## config.mk

```make
export PLATFORM = sky130hd
export DESIGN_NAME = idct_x5
export DESIGN_NICKNAME = d
export VERILOG_FILES = /design/src/rtl/idct_pkg.sv /design/src/rtl/idct_x5_rom.sv /design/src/rtl/idct_x5.sv
export SDC_FILE = /design/constraint.sdc
export NUM_CORES = 1
export LEC_CHECK = 0
export BUFFER_PORTS_ARGS = -buffer_cell sky130_fd_sc_hd__buf_4
export CORE_MARGIN = 2
export CORE_UTILIZATION = 38
export DETAILED_ROUTE_END_ITERATION = 8
export SETUP_SLACK_MARGIN = 0.5
export SKIP_CTS_REPAIR_TIMING = 1
export SYNTH_ARGS = -nofsm -noshare
export SYNTH_HDL_FRONTEND = slang
export SYNTH_SLANG_ARGS = --single-unit
```

## constraint.sdc

```tcl
create_clock -name clk -period 9.53 [get_ports clk]
set_input_delay 1.906 -clock clk [delete_from_list [all_inputs] [get_ports clk]]
set_output_delay 1.906 -clock clk [all_outputs]
set_load 0.1 [all_outputs]
```

## src/rtl/idct_pkg.sv

```systemverilog
// Constants and types shared by the idct_xN single-sample IDCT blocks.
package idct_pkg;

    localparam int unsigned COEF_W = 19;
    localparam int unsigned ROM_W  = 16;
    localparam int unsigned FRAC   = 14;
    localparam int unsigned ACC_W  = 38;
    localparam int unsigned OUT_W  = 8;
    localparam int unsigned CNT_W  = 5;

    typedef enum logic [1:0] {
        IDLE   = 2'd0,
        RUN    = 2'd1,
        FINISH = 2'd2
    } state_e;

    // Clamp a full-width signed value to the signed OUT_W output range.
    function automatic logic [OUT_W-1:0] sat_out(input logic [ACC_W-1:0] y);
        logic [ACC_W-OUT_W:0] hi;
        hi = y[ACC_W-1:OUT_W-1];
        if ((&hi) || (~|hi)) begin
            return y[OUT_W-1:0];
        end else if (y[ACC_W-1]) begin
            return {1'b1, {(OUT_W-1){1'b0}}};
        end else begin
            return {1'b0, {(OUT_W-1){1'b1}}};
        end
    endfunction

endpackage

```

## src/rtl/idct_x5_rom.sv

```systemverilog
// Distributed-arithmetic partial-sum tables for sample x[5], Q1.14.
// ROM_A covers X[0..3], ROM_B covers X[4..7]; address bit i selects coefficient i.
module idct_x5_rom
    import idct_pkg::*;
(
    input  logic [3:0]              addr_a,
    input  logic [3:0]              addr_b,
    output logic signed [ROM_W-1:0] data_a,
    output logic signed [ROM_W-1:0] data_b
);

    always_comb begin
        data_a = '0;
        case (addr_a)
            4'd0:  data_a = 16'sd0;
            4'd1:  data_a = 16'sd5793;
            4'd2:  data_a = -16'sd4551;
            4'd3:  data_a = 16'sd1241;
            4'd4:  data_a = -16'sd3135;
            4'd5:  data_a = 16'sd2658;
            4'd6:  data_a = -16'sd7686;
            4'd7:  data_a = -16'sd1894;
            4'd8:  data_a = 16'sd8035;
            4'd9:  data_a = 16'sd13827;
            4'd10: data_a = 16'sd3483;
            4'd11: data_a = 16'sd9276;
            4'd12: data_a = 16'sd4900;
            4'd13: data_a = 16'sd10692;
            4'd14: data_a = 16'sd348;
            4'd15: data_a = 16'sd6141;
        endcase
    end

    always_comb begin
        data_b = '0;
        case (addr_b)
            4'd0:  data_b = 16'sd0;
            4'd1:  data_b = -16'sd5793;
            4'd2:  data_b = -16'sd1598;
            4'd3:  data_b = -16'sd7391;
            4'd4:  data_b = 16'sd7568;
            4'd5:  data_b = 16'sd1776;
            4'd6:  data_b = 16'sd5970;
            4'd7:  data_b = 16'sd178;
            4'd8:  data_b = -16'sd6811;
            4'd9:  data_b = -16'sd12604;
            4'd10: data_b = -16'sd8410;
            4'd11: data_b = -16'sd14202;
            4'd12: data_b = 16'sd757;
            4'd13: data_b = -16'sd5036;
            4'd14: data_b = -16'sd841;
            4'd15: data_b = -16'sd6634;
        endcase
    end

endmodule

```

## src/rtl/idct_x5.sv

```systemverilog
// Bit-serial distributed-arithmetic IDCT producing the single sample x[5]
// from eight signed coefficients; one result every 21 enabled cycles.
module idct_x5
    import idct_pkg::*;
(
    input  logic                     clk,
    input  logic                     rst,
    input  logic                     en,
    input  logic                     start,
    input  logic signed [COEF_W-1:0] coef0,
    input  logic signed [COEF_W-1:0] coef1,
    input  logic signed [COEF_W-1:0] coef2,
    input  logic signed [COEF_W-1:0] coef3,
    input  logic signed [COEF_W-1:0] coef4,
    input  logic signed [COEF_W-1:0] coef5,
    input  logic signed [COEF_W-1:0] coef6,
    input  logic signed [COEF_W-1:0] coef7,
    output logic                     busy,
    output logic                     done,
    output logic signed [OUT_W-1:0]  sample_out
);

    localparam logic signed [ACC_W-1:0] RND_HALF = ACC_W'(2 ** (FRAC - 1));

    state_e                       state_q, state_d;
    logic [CNT_W-1:0]             cnt_q, cnt_d;
    logic signed [ACC_W-1:0]      acc_q, acc_d;
    logic [7:0][COEF_W-1:0]       sr_q, sr_d;
    logic                         busy_q, busy_d;
    logic                         done_q, done_d;
    logic [OUT_W-1:0]             sample_q, sample_d;

    logic [3:0]                   addr_a, addr_b;
    logic signed [ROM_W-1:0]      rom_a, rom_b;
    logic signed [ACC_W-1:0]      term;
    logic signed [ACC_W-1:0]      rnd;
    logic signed [ACC_W-1:0]      y;

    // Current bit slice of each coefficient forms the ROM addresses.
    assign addr_a = {sr_q[3][0], sr_q[2][0], sr_q[1][0], sr_q[0][0]};
    assign addr_b = {sr_q[7][0], sr_q[6][0], sr_q[5][0], sr_q[4][0]};

    idct_x5_rom u_rom (
        .addr_a (addr_a),
        .addr_b (addr_b),
        .data_a (rom_a),
        .data_b (rom_b)
    );

    always_ff @(posedge clk) begin
        if (rst) begin
            state_q  <= IDLE;
            cnt_q    <= '0;
            acc_q    <= '0;
            sr_q     <= '0;
            busy_q   <= 1'b0;
            done_q   <= 1'b0;
            sample_q <= '0;
        end else if (en) begin
            state_q  <= state_d;
            cnt_q    <= cnt_d;
            acc_q    <= acc_d;
            sr_q     <= sr_d;
            busy_q   <= busy_d;
            done_q   <= done_d;
            sample_q <= sample_d;
        end
    end

    always_comb begin
        state_d  = state_q;
        cnt_d    = cnt_q;
        acc_d    = acc_q;
        sr_d     = sr_q;
        sample_d = sample_q;
        done_d   = 1'b0;
        term     = (ACC_W'(rom_a) + ACC_W'(rom_b)) <<< cnt_q;
        rnd      = acc_q + RND_HALF;
        y        = rnd >>> FRAC;

        case (state_q)
            IDLE: begin
                if (start) begin
                    state_d = RUN;
                    sr_d    = {coef7, coef6, coef5, coef4, coef3, coef2, coef1, coef0};
                    acc_d   = '0;
                    cnt_d   = '0;
                end
            end
            RUN: begin
                for (int i = 0; i < 8; i++) begin
                    sr_d[i] = {1'b0, sr_q[i][COEF_W-1:1]};
                end
                // The top bit carries negative weight in two's complement.
                if (cnt_q == CNT_W'(COEF_W - 1)) begin
                    acc_d   = acc_q - term;
                    state_d = FINISH;
                end else begin
                    acc_d = acc_q + term;
                    cnt_d = cnt_q + CNT_W'(1);
                end
            end
            FINISH: begin
                sample_d = sat_out(y);
                done_d   = 1'b1;
                state_d  = IDLE;
            end
            default: begin
                state_d = IDLE;
            end
        endcase

        // Busy stays up through the done cycle.
        busy_d = (state_d != IDLE) || done_d;
    end

    assign busy       = busy_q;
    assign done       = done_q;
    assign sample_out = sample_q;

endmodule

```

# [After elaboration in Yosys (flattened, before gate mapping)]
# Memories as Yosys holds them, arrays and structs flattened. A register that Yosys moved wholly into a read port is not among the register bits.
# Cells that the tools add are included.
[totals] romBits=512 mem_bits_rw=0 latch_bits=0 out_inout_bits=10 regBits=207 mem_count=2 input_bits=156 wordCells=56
[classes] n_mux=18 reduce_logical=11 multipliers=0 n_shift=1 add_sub_neg=5 n_div=0 magnitude_cmp=0 eq_ne=5 bitwise=0
[mem_list] memory="(no name shown)" depth=16 width=16 read_ports=1 rd_ports_with_merged_regs=1 write_ports=0 line="idct_x5_rom.sv:36" rtl="case (addr_b)"
[mem_list] memory="(no name shown)" depth=16 width=16 read_ports=1 rd_ports_with_merged_regs=1 write_ports=0 line="idct_x5_rom.sv:14" rtl="case (addr_a)"
[ops] cell="case mux 152 bit (2 select lines)" count=1
[ops] cell="two-way mux 152 bit" count=1
[ops] cell="two-way mux 38 bit" count=2
[ops] cell="case mux 38 bit (2 select lines)" count=1
[ops] cell="adder 38 x 15 -> 38 bit (second input constant)" count=1
[ops] cell="adder 38 bit" count=1
[ops] cell="<<< shifter 17 x 5 -> 38 bit" count=1
[ops] cell="subtractor 38 bit" count=1
[ops] cell="adder 16 x 16 -> 17 bit" count=1
[ops] cell="AND reduction 17 bit" count=1
[ops] cell="OR reduction 17 bit" count=1
[ops] cell="two-way mux 4 bit" count=4
[ops] cell="two-way mux 8 bit" count=2
[ops] cell="two-way mux 5 bit" count=2
[ops] cell="case mux 5 bit (2 select lines)" count=1
[ops] cell="adder 5 x 1 -> 5 bit (second input constant)" count=1
[ops] cell="equality test 5 bit (second input constant)" count=1
[ops] cell="two-way mux 2 bit" count=2
[ops] cell="!= test 2 bit (second input constant)" count=2
[ops] cell="case mux 2 bit (2 select lines)" count=1
[ops] cell="AND reduction 4 bit" count=1
[ops] cell="nonzero test 2 bit" count=2
[ops] cell="AND reduction 3 bit" count=1
[ops] cell="equality test 2 x 1 -> 1 bit (second input constant)" count=1
[ops] cell="6 further kinds" count=7

# [Depth between registers and ports, before layout]
# Gate-level depths: netlist of the first run.
[depth] word_depth=5 ltp_mapped=30

# [By module]
# Synthesis of the first run repeated with hierarchy kept, for this count alone.
[hier_totals] hier_cells=2130 hier_area_um2=15553.7
[by_module_without_submodules] mod="idct_x5" cells_each=2017 seq_area_each_um2=4144.0 area_per_inst_um2=14781.7 n_inst=1
[by_module_without_submodules] mod="idct_x5_rom" cells_each=113 seq_area_each_um2=0.0 area_per_inst_um2=772.0 n_inst=1

# [Least setup slack after synthesis of the first run]
# OpenSTA, ideal clock, no wires.
[synth_path] kind="reg-to-reg" startpoint="reg u_rom.data_a[0] (netlist name)" endpoint="reg acc_q[37]" t_arrival_ps=6548 path_stages_with_launch=30 setup_ps=126 required_ps=9404 n_path_buf=0 path_slack_ps=2856 path_cell_list="dfxtp_1 > ha_1 > inv_1 > fa_1 > nand2b_1 > a21oi_2 > o21a_1 > o2111ai_1 > or4_1 > a211oi_2 > a21o_1 > nand4_1 > o31a_1 > nor4b_4 > and2_4 > a21oi_1 > xor2_1 > ha_1 > inv_1 > o21bai_1 > a21o_1 > a211o_1 > a21oi_1 > o21ai_0 > a221oi_1 > o21ai_0 > o41ai_1 > nor4_1 > a221oi_1 > nand3_1"
[synth_lines] element="end signal, assigned" line="idct_x5.sv:54" rtl="acc_q <= '0;"
[synth_lines] element="end signal, assigned" line="idct_x5.sv:62" rtl="acc_q <= acc_d;"
[synth_lines] element="end, declared" line="idct_x5.sv:27" rtl="logic signed [ACC_W-1:0] acc_q, acc_d;"

==> results of run 1 <==
power by group through the flow:
stage / registers (mW) / logic [mW] / clock network [mW]
2_1_floorplan: 1.12 / 1.03 / 0
3_3_place_gp: 1.13 / 1.36 / 0
3_5_place_dp: 1.14 / 1.37 / 0
4_1_cts: 1.12 / 1.38 / 1.12
5_1_grt: 1.12 / 1.55 / 1.16
6_report: 1.12 / 1.40 / 1.08
cell type report:
class	instances	area, sq um
inverters	38	145
multi-input cells	1684	10400
clock inverters	10	135
flip-flops and latches	236	4720
clock buffers	40	806
fillers	4192	22700
diodes	1	2.50
well taps	532	666
repair buffers	185	1390
state kept, by name, indices dropped and copies added (netlist names), 4 cells and up:
| register | flops |
|---|---|
| acc_q | 38 |
| addr_a | 4 |
| addr_b | 4 |
| cnt_q | 5 |
| sample_out | 8 |
| sr_q | 144 |
| u_rom.data_a | 14 |
| u_rom.data_b | 15 |
synthesized netlist by cell type, drive strengths merged, types with 8 or more instances:
master,count
a22oi,35
inv,37
nand2b,20
xor2,35
nor2b,17
o211ai,16
a21o,26
o22ai,14
nand2,188
a31oi,30
o2111ai,9
nand4,13
o31ai,8
xnor2,45
a211oi,47
or3,16
clkbuf,133
a21oi,145
ha,70
o21ai,96
nor3,140
nand3,52
o21a,14
dfxtp,236
and3,14
a221oi,110
and2,18
mux2i,20
buf,23
a2111oi,8
nor2,349
kinds of logic after synthesis:
group / synth area share
mux: 0.0155
xor+xnor: 0.0443
fa+ha+maj: 0.0579
flops: 0.299
buf+inv: 0.0473
simple gates: 0.247
compound gates: 0.288
metrics by stage:
stage	hold WS [ps]	total power, mW	cells	utilization
after floorplan	432	2.15	2114	-
final	451	3.60	2726	0.446
after CTS	452	3.61	2725	0.446
after global placement	438	2.49	2675	0.423
after detailed placement	445	2.51	2675	0.423
after global routing	469	3.83	2726	0.446
final timing paths:
kind	start	to	slack [ps]
setup / recovery	u_rom.data_a[0]$_DFF_P_	acc_q[37]$_SDFFE_PP0P_	1720
hold / removal	sr_q[113]$_SDFFE_PP0P_	sr_q[113]$_SDFFE_PP0P_	450
setup reg to reg	u_rom.data_a[0]$_DFF_P_	acc_q[37]$_SDFFE_PP0P_	1720
hold reg to reg	sr_q[113]$_SDFFE_PP0P_	sr_q[113]$_SDFFE_PP0P_	450
critical path: cells and delay by family, from the launching register on:
family	cells	cell delay (ps)
DFF	1	310
buffers and inverters	2	180
AOI/OAI and AO/OA	16	4190
adders and majority gates	3	960
xor gates and xnor gates	1	180
and+or+nand+nor	7	1820
routing by layer:
metal	share of wire	up-vias
met5	0	-
met4	0.025	0
met3	0.078	78
met2	0.44	519
met1	0.45	7600
li1	-	7929
==> results.sh, run 1 <==
export IMPL_vias=16100
export IMPL_power_frac_comb=0.388
export IMPL_synth_top_cell_by_area="dfxtp_1"
export IMPL_ys_ff_latch=236
export IMPL_drc=0
export IMPL_power_density_nw_per_um2=197
export IMPL_grt_max_degree=94
export IMPL_pre_cts_ws_ps=1850
export IMPL_synth_edf_count=0
export IMPL_clockBufferDepth=3
export IMPL_track_usage=0.224
export IMPL_hold_path_depth=2
export IMPL_clk_pin_slew_ps=60
export IMPL_final_area_sq_um=18200
export IMPL_gp_congestion=0.960
export IMPL_cp_required_ps=9980
export IMPL_cts_tree="built"
export IMPL_yosysWarningCount=0
export IMPL_syn_avg_cell_area_sq_um=7.48
export IMPL_sw_frac_of_total=0.372
export IMPL_crit_arrival_ps=8260
export IMPL_gr_usage_met3=0.0548
export IMPL_hpwl_mm=35.1
export IMPL_yosysUniqueCellTypes=88
export IMPL_worst_slack_ps=1720
export IMPL_status="finished, final reports clean"
export IMPL_synth_area_sq_um=15800
export IMPL_yosysSeqAreaShare=0.299
export IMPL_period_minus_slack_ps=7810
export IMPL_r2r_worst_path_cells=29
export IMPL_core_area_sq_um=40900
export IMPL_syn_nets=2342
export IMPL_drive_above_1_share=0.124
export IMPL_grt_use_met1=0.309
export IMPL_start_util=0.386
export IMPL_grt_pass1_vias=14900
export IMPL_dpl_cell_area_sq_um=17300
export IMPL_grt_pass1_wl_mm=81.1
export IMPL_drtPass1Iterations=5
export IMPL_slew_violations=0
export IMPL_crit_top_cell="a21oi_1"
export IMPL_layout_nets=2401
export IMPL_synthFlopType="dfxtp_1"
export IMPL_cpPeakStageDelay_ps=700
export IMPL_switching_power_mw=1.34
export IMPL_final_common_cell="nor2_1"
export IMPL_drt_total_wl_mm=50.0
export IMPL_leakagePower_nw=7.22
export IMPL_viasPerCell=5.92
export IMPL_drt_iter0_markers=1408
export IMPL_top_usage_layer="met2"
export IMPL_htreeDepth=1
export IMPL_setup_violations=0
export IMPL_rsz0062_at_grt="false"
export IMPL_vdd_drop_max_mv=0.131
export IMPL_path_max_fanout=6
export IMPL_clkPwrFrac=0.302
export IMPL_critPathCaptureType="flip-flop"
export IMPL_async_reset_ff_frac=0
export IMPL_mostFrequentLayoutCells="346 x nor2_1, 236 x dfxtp_1, 188 x nand2_1, 184 x buf_4, 144 x a21oi_1"
export IMPL_internal_power_mw=2.26
export IMPL_yosysTopAreaCellShare=0.299
export IMPL_antenna_left=0
export IMPL_fin_tns_setup_ps=0
export IMPL_period_share=0.820
export IMPL_rows=74
export IMPL_max_freq_mhz=128
export IMPL_portBuffers=165
export IMPL_routedWlPerCell_microns=18.4
export IMPL_clkSinkCount=236
export IMPL_max_slew_margin=0.259
export IMPL_synthToLayoutAreaGrowth_pct=15.4
export IMPL_die_h_microns=208
export IMPL_worst_pin_slew_ps=1100
export IMPL_worstSetupPathType="flip-flop to flip-flop"
export IMPL_die_x_microns=208
export IMPL_die_area_sq_um=43200
export IMPL_hold_viol=0
export IMPL_gr_usage_met2=0.345
export IMPL_cts_buffers=28
export IMPL_startpoint_type="flip-flop"
export IMPL_drv_cap=0
export IMPL_syn_inst=2114
export IMPL_clock_skew_ps=23.5
export IMPL_holdCritPathClass="flip-flop to flip-flop"
export IMPL_overflow=0
export IMPL_crit_slowest_cell="o41ai_1"
export IMPL_antenna_found_initial=2
export IMPL_clkLatencyLatePin_ps=590
export IMPL_pwr_share_seq=0.310
export IMPL_synthTopCellsByArea="dfxtp_1 30%, nor2_1 8.3%, a221oi_1 6.0%, ha_1 5.5%, a21oi_1 4.6%"
export IMPL_cts_root_buf="clkbuf_16"
export IMPL_ios=166
Power figures use the tool's default switching activity.
==> inputs of run 2 (changes only) <==
clock period = 6.9 ns   (was 9.53 ns; I/O delays follow)
==> results.sh, run 2 (synthesis gave the netlist of run 1 again) <==
export IMPL_status="finished, final reports clean"
export IMPL_fin_hold_ws_ps=451
export IMPL_setup_violations=0
export IMPL_period_share=0.933
export IMPL_start_util=0.386
export IMPL_grt_pass1_vias=15500
export IMPL_vdd_drop_max_mv=0.290
export IMPL_cts_root_buf="clkbuf_16"
export IMPL_final_area_sq_um=19400
export IMPL_portBuffers=165
export IMPL_clk_pin_slew_ps=60
export IMPL_cp_required_ps=7360
export IMPL_mostFrequentLayoutCells="344 x nor2_1, 273 x buf_4, 234 x dfxtp_1, 188 x nand2_1, 138 x nor3_1"
export IMPL_vias=16600
export IMPL_grt_max_degree=166
export IMPL_startpoint_type="flip-flop"
export IMPL_crit_slowest_cell="mux4_2"
export IMPL_die_x_microns=208
export IMPL_core_area_sq_um=40900
export IMPL_routedWlPerCell_microns=18.4
export IMPL_holdCritPathClass="flip-flop to flip-flop"
export IMPL_leakagePower_nw=7.79
export IMPL_nFillCells=4125
export IMPL_drc=0
export IMPL_htreeDepth=1
export IMPL_gp_congestion=0.918
export IMPL_drv_cap=0
export IMPL_path_max_fanout=5
export IMPL_hold_path_depth=2
export IMPL_r2r_worst_path_cells=29
export IMPL_viasPerCell=5.89
export IMPL_max_slew_margin=0.277
export IMPL_layout_nets=2496
export IMPL_n_antenna_cell=0
export IMPL_cts_tree="built"
export IMPL_max_freq_mhz=155
export IMPL_drt_iter0_markers=1280
export IMPL_dpl_cell_area_sq_um=17800
export IMPL_grt_pass1_wl_mm=83.4
export IMPL_r2r_slack_ps=460
export IMPL_drt_total_wl_mm=51.9
export IMPL_clockBufferDepth=3
export IMPL_track_usage=0.229
export IMPL_rsz0062_at_grt="true"
export IMPL_clkLatencyLatePin_ps=580
export IMPL_hold_viol=0
export IMPL_period_minus_slack_ps=6440
export IMPL_largest_register_ffs=144
export IMPL_overflow=0
export IMPL_ios=166
export IMPL_drtPass1Iterations=6
export IMPL_die_area_sq_um=43200
export IMPL_worst_pin_slew_ps=1070
export IMPL_worstSetupPathType="flip-flop to flip-flop"
export IMPL_min_to="sr_q[132]$_SDFFE_PP0P_"
export IMPL_clkSinkCount=236
export IMPL_slew_violations=0
export IMPL_hpwl_mm=36.2
export IMPL_hold_start="sr_q[132]$_SDFFE_PP0P_"
export IMPL_top_register="sr_q"
export IMPL_startpoint="u_rom.data_a[1]$_DFF_P_"
export IMPL_cts_buffers=29
export IMPL_die_h_microns=208
export IMPL_antenna_left=0
export IMPL_antenna_found_initial=0
export IMPL_place_inst=2745
export IMPL_power_density_nw_per_um2=276
export IMPL_r2r_end="acc_q[37]$_SDFFE_PP0P_"
export IMPL_cpPeakStageDelay_ps=470
export IMPL_rows=74
export IMPL_synthToLayoutAreaGrowth_pct=22.5
export IMPL_clock_skew_ps=12.0
export IMPL_drive_above_1_share=0.188
export IMPL_rr_startpoint="u_rom.data_a[1]$_DFF_P_"
export IMPL_final_common_cell="nor2_1"
export IMPL_stdcell_count=2821
export IMPL_critPathCaptureType="flip-flop"
export IMPL_crit_arrival_ps=6900
export IMPL_crit_top_cell="buf_6"
[run 2: worst max-delay path by stage]
stage / slack [ps] / to / cells after the start
after floorplan: 520 / acc_q[37]$_SDFFE_PP0P_ / 29
after global placement: 130 / acc_q[37]$_SDFFE_PP0P_ / 30
after detailed placement: -70 / acc_q[37]$_SDFFE_PP0P_ / 30
after CTS: -110 / acc_q[37]$_SDFFE_PP0P_ / 30
after global routing: 60 / acc_q[37]$_SDFFE_PP0P_ / 30
final: 460 / acc_q[37]$_SDFFE_PP0P_ / 29
[run 2: through the flow]
step / setup TNS (ps) / setup slack [ps] / power (mW) / utilization
finish: 0 / 463 / 5.34 / 0.473
CTS: -109 / -109 / 5.22 / 0.460
global route: 0 / 65.0 / 5.67 / 0.473
global placement: 0 / 126 / 3.60 / 0.436
floorplan: 0 / 516 / 2.98 / -
detailed placement: -67.5 / -67.5 / 3.62 / 0.436
[run 2: final cells by class]
class                           instances  area [sq um]  share of cell area
Clock buffer                           42           845              0.0436
Clock inverter                         10           144             0.00743
Inverter                               38           145             0.00750
Multi-Input combinational cell       1684         10700               0.553
Sequential cell                       236          4730               0.244
Tap cell                              532           666              0.0344
Timing Repair Buffer                  279          2130               0.110
[run 2: per-layer routing]
layer  routed length [microns]  global-route usage
met4                      1280              0.0629
met5                         0                   0
met1                     23600               0.320
met3                      3670              0.0475
met2                     23300               0.358
[run 2: critical path: cells and delay by family (launching register included)]
kind	cells	cell delay [ps]
and+or+nand+nor	6	1020
AOI/OAI and AO/OA	13	2910
muxes	2	600
adders and majority gates	2	680
xor gates and xnor gates	1	190
buffers and inverters	5	590
DFF	1	310
[run 2: power breakdown]
group | total [mW] | internal [mW] | leakage, nW | switching (mW)
combinational | 2.22 | 0.956 | 5.35 | 1.27
clock | 1.57 | 0.959 | 0.491 | 0.613
sequential | 1.54 | 1.47 | 1.94 | 0.0705
total | 5.34 | 3.39 | 7.79 | 1.95
==> inputs of run 3 (changes only) <==
RECOVER_POWER = 50   (was not set)
==> results.sh, run 3 (synthesis gave the netlist of run 1 again) <==
export IMPL_fin_tns_setup_ps=0
export IMPL_final_common_cell="nor2_1"
export IMPL_antenna_left=0
export IMPL_drt_total_wl_mm=51.9
export IMPL_clkLatencyLatePin_ps=580
export IMPL_largest_register_ffs=144
export IMPL_grt_pass1_vias=15500
export IMPL_r2r_slack_ps=470
export IMPL_leakagePower_nw=7.73
export IMPL_hold_path_depth=2
export IMPL_cpPeakStageDelay_ps=530
export IMPL_drt_iter0_markers=1205
export IMPL_grt_pass1_wl_mm=83.4
export IMPL_slew_violations=520
export IMPL_clockBufferDepth=3
export IMPL_multi_input_area_sq_um=10700
export IMPL_synthToLayoutAreaGrowth_pct=22.0
export IMPL_drive_above_1_share=0.182
export IMPL_cts_buffers=29
export IMPL_overflow=0
export IMPL_worstSetupPathType="flip-flop to flip-flop"
export IMPL_viasPerCell=5.90
export IMPL_htreeDepth=1
export IMPL_max_slew_margin=-1.60
export IMPL_drc=0
export IMPL_die_x_microns=208
export IMPL_drv_cap=7
export IMPL_track_usage=0.229
export IMPL_core_area_sq_um=40900
export IMPL_crit_top_cell="buf_6"
export IMPL_min_to="sr_q[132]$_SDFFE_PP0P_"
export IMPL_hpwl_mm=36.2
export IMPL_mostFrequentLayoutCells="345 x nor2_1, 258 x buf_4, 234 x dfxtp_1, 188 x nand2_1, 138 x nor3_1"
export IMPL_worst_pin_slew_ps=3900
export IMPL_period_share=0.932
export IMPL_hold_viol=0
export IMPL_gp_congestion=0.918
export IMPL_startpoint_type="flip-flop"
export IMPL_hold_start="sr_q[132]$_SDFFE_PP0P_"
export IMPL_final_seq_area_sq_um=4730
export IMPL_setup_violations=0
export IMPL_r2r_worst_path_cells=31
export IMPL_cts_tree="built"
export IMPL_clk_pin_slew_ps=60
export IMPL_nFillCells=4142
export IMPL_antenna_found_initial=0
export IMPL_violations="max-capacitance violations, max-slew violations"
export IMPL_die_area_sq_um=43200
export IMPL_r2r_end="acc_q[37]$_SDFFE_PP0P_"
export IMPL_layout_nets=2496
export IMPL_final_util=0.471
export IMPL_top_register="sr_q"
export IMPL_crit_arrival_ps=6890
export IMPL_drtPass1Iterations=5
export IMPL_cp_required_ps=7360
export IMPL_ios=166
export IMPL_start_util=0.386
export IMPL_portBuffers=165
export IMPL_path_max_fanout=5
export IMPL_grt_max_degree=166
export IMPL_rr_startpoint="u_rom.data_b[0]$_DFF_P_"
export IMPL_die_h_microns=208
export IMPL_n_antenna_cell=0
export IMPL_cts_root_buf="clkbuf_16"
export IMPL_holdCritPathClass="flip-flop to flip-flop"
export IMPL_clock_skew_ps=11.2
export IMPL_status="finished with violations"
export IMPL_rows=74
export IMPL_period_minus_slack_ps=6430
export IMPL_power_density_nw_per_um2=277
export IMPL_critPathCaptureType="flip-flop"
export IMPL_routedWlPerCell_microns=18.4
export IMPL_vias=16600
export IMPL_vdd_drop_max_mv=0.290
export IMPL_clkSinkCount=236
export IMPL_rsz0062_at_grt="true"
export IMPL_max_freq_mhz=156
export IMPL_crit_slowest_cell="or4b_4"
==> run 3: worst max-delay path by stage <==
| stage | from | end | slack (ps) |
|---|---|---|---|
| global route | u_rom.data_b[0]$_DFF_P_ | acc_q[37]$_SDFFE_PP0P_ | 60 |
| floorplan | u_rom.data_a[0]$_DFF_P_ | acc_q[37]$_SDFFE_PP0P_ | 520 |
| global placement | u_rom.data_a[0]$_DFF_P_ | acc_q[37]$_SDFFE_PP0P_ | 130 |
| CTS | u_rom.data_a[0]$_DFF_P_ | acc_q[37]$_SDFFE_PP0P_ | -110 |
| finish | u_rom.data_b[0]$_DFF_P_ | acc_q[37]$_SDFFE_PP0P_ | 470 |
| detailed placement | u_rom.data_a[0]$_DFF_P_ | acc_q[37]$_SDFFE_PP0P_ | -70 |
==> run 3: cell type report <==
class | count | share of cell area
Tap cell | 532 | 0.0345
Multi-Input combinational cell | 1684 | 0.555
Sequential cell | 236 | 0.245
Clock buffer | 42 | 0.0438
Timing Repair Buffer | 279 | 0.107
Clock inverter | 10 | 0.00746
Inverter | 38 | 0.00753
==> run 3: where the power goes <==
part           switching (mW)  internal (mW)
Sequential             0.0705           1.47
Clock                   0.612          0.959
Combinational            1.26          0.964
Total                    1.95           3.40
==> run 3: layer usage <==
layer | global-route usage | share of wire
met1 | 0.320 | 0.45
met4 | 0.0629 | 0.025
met3 | 0.0475 | 0.070
met5 | 0 | 0
met2 | 0.358 | 0.45
==> run 3: critical path, delay by kind of cell (launching register included) <==
| family | cells | cell delay [ps] |
|---|---|---|
| compound gates | 12 | 2370 |
| mux | 2 | 350 |
| xor+xnor | 1 | 190 |
| flops | 1 | 340 |
| fa+ha+maj | 3 | 900 |
| simple gates | 7 | 1500 |
| buf+inv | 6 | 630 |
==> run 3: metrics by stage <==
stage | power (mW) | instances | area, sq um | hold slack (ps) | setup WS (ps)
global placement | 3.60 | 2745 | 17800 | 438 | 126
CTS | 5.22 | 2797 | 18800 | 454 | -109
floorplan | 2.98 | 2114 | 15800 | 432 | 516
detailed placement | 3.62 | 2745 | 17800 | 447 | -67.5
finish | 5.34 | 2821 | 19300 | 451 | 470
global route | 5.68 | 2821 | 19300 | 471 | 64.3
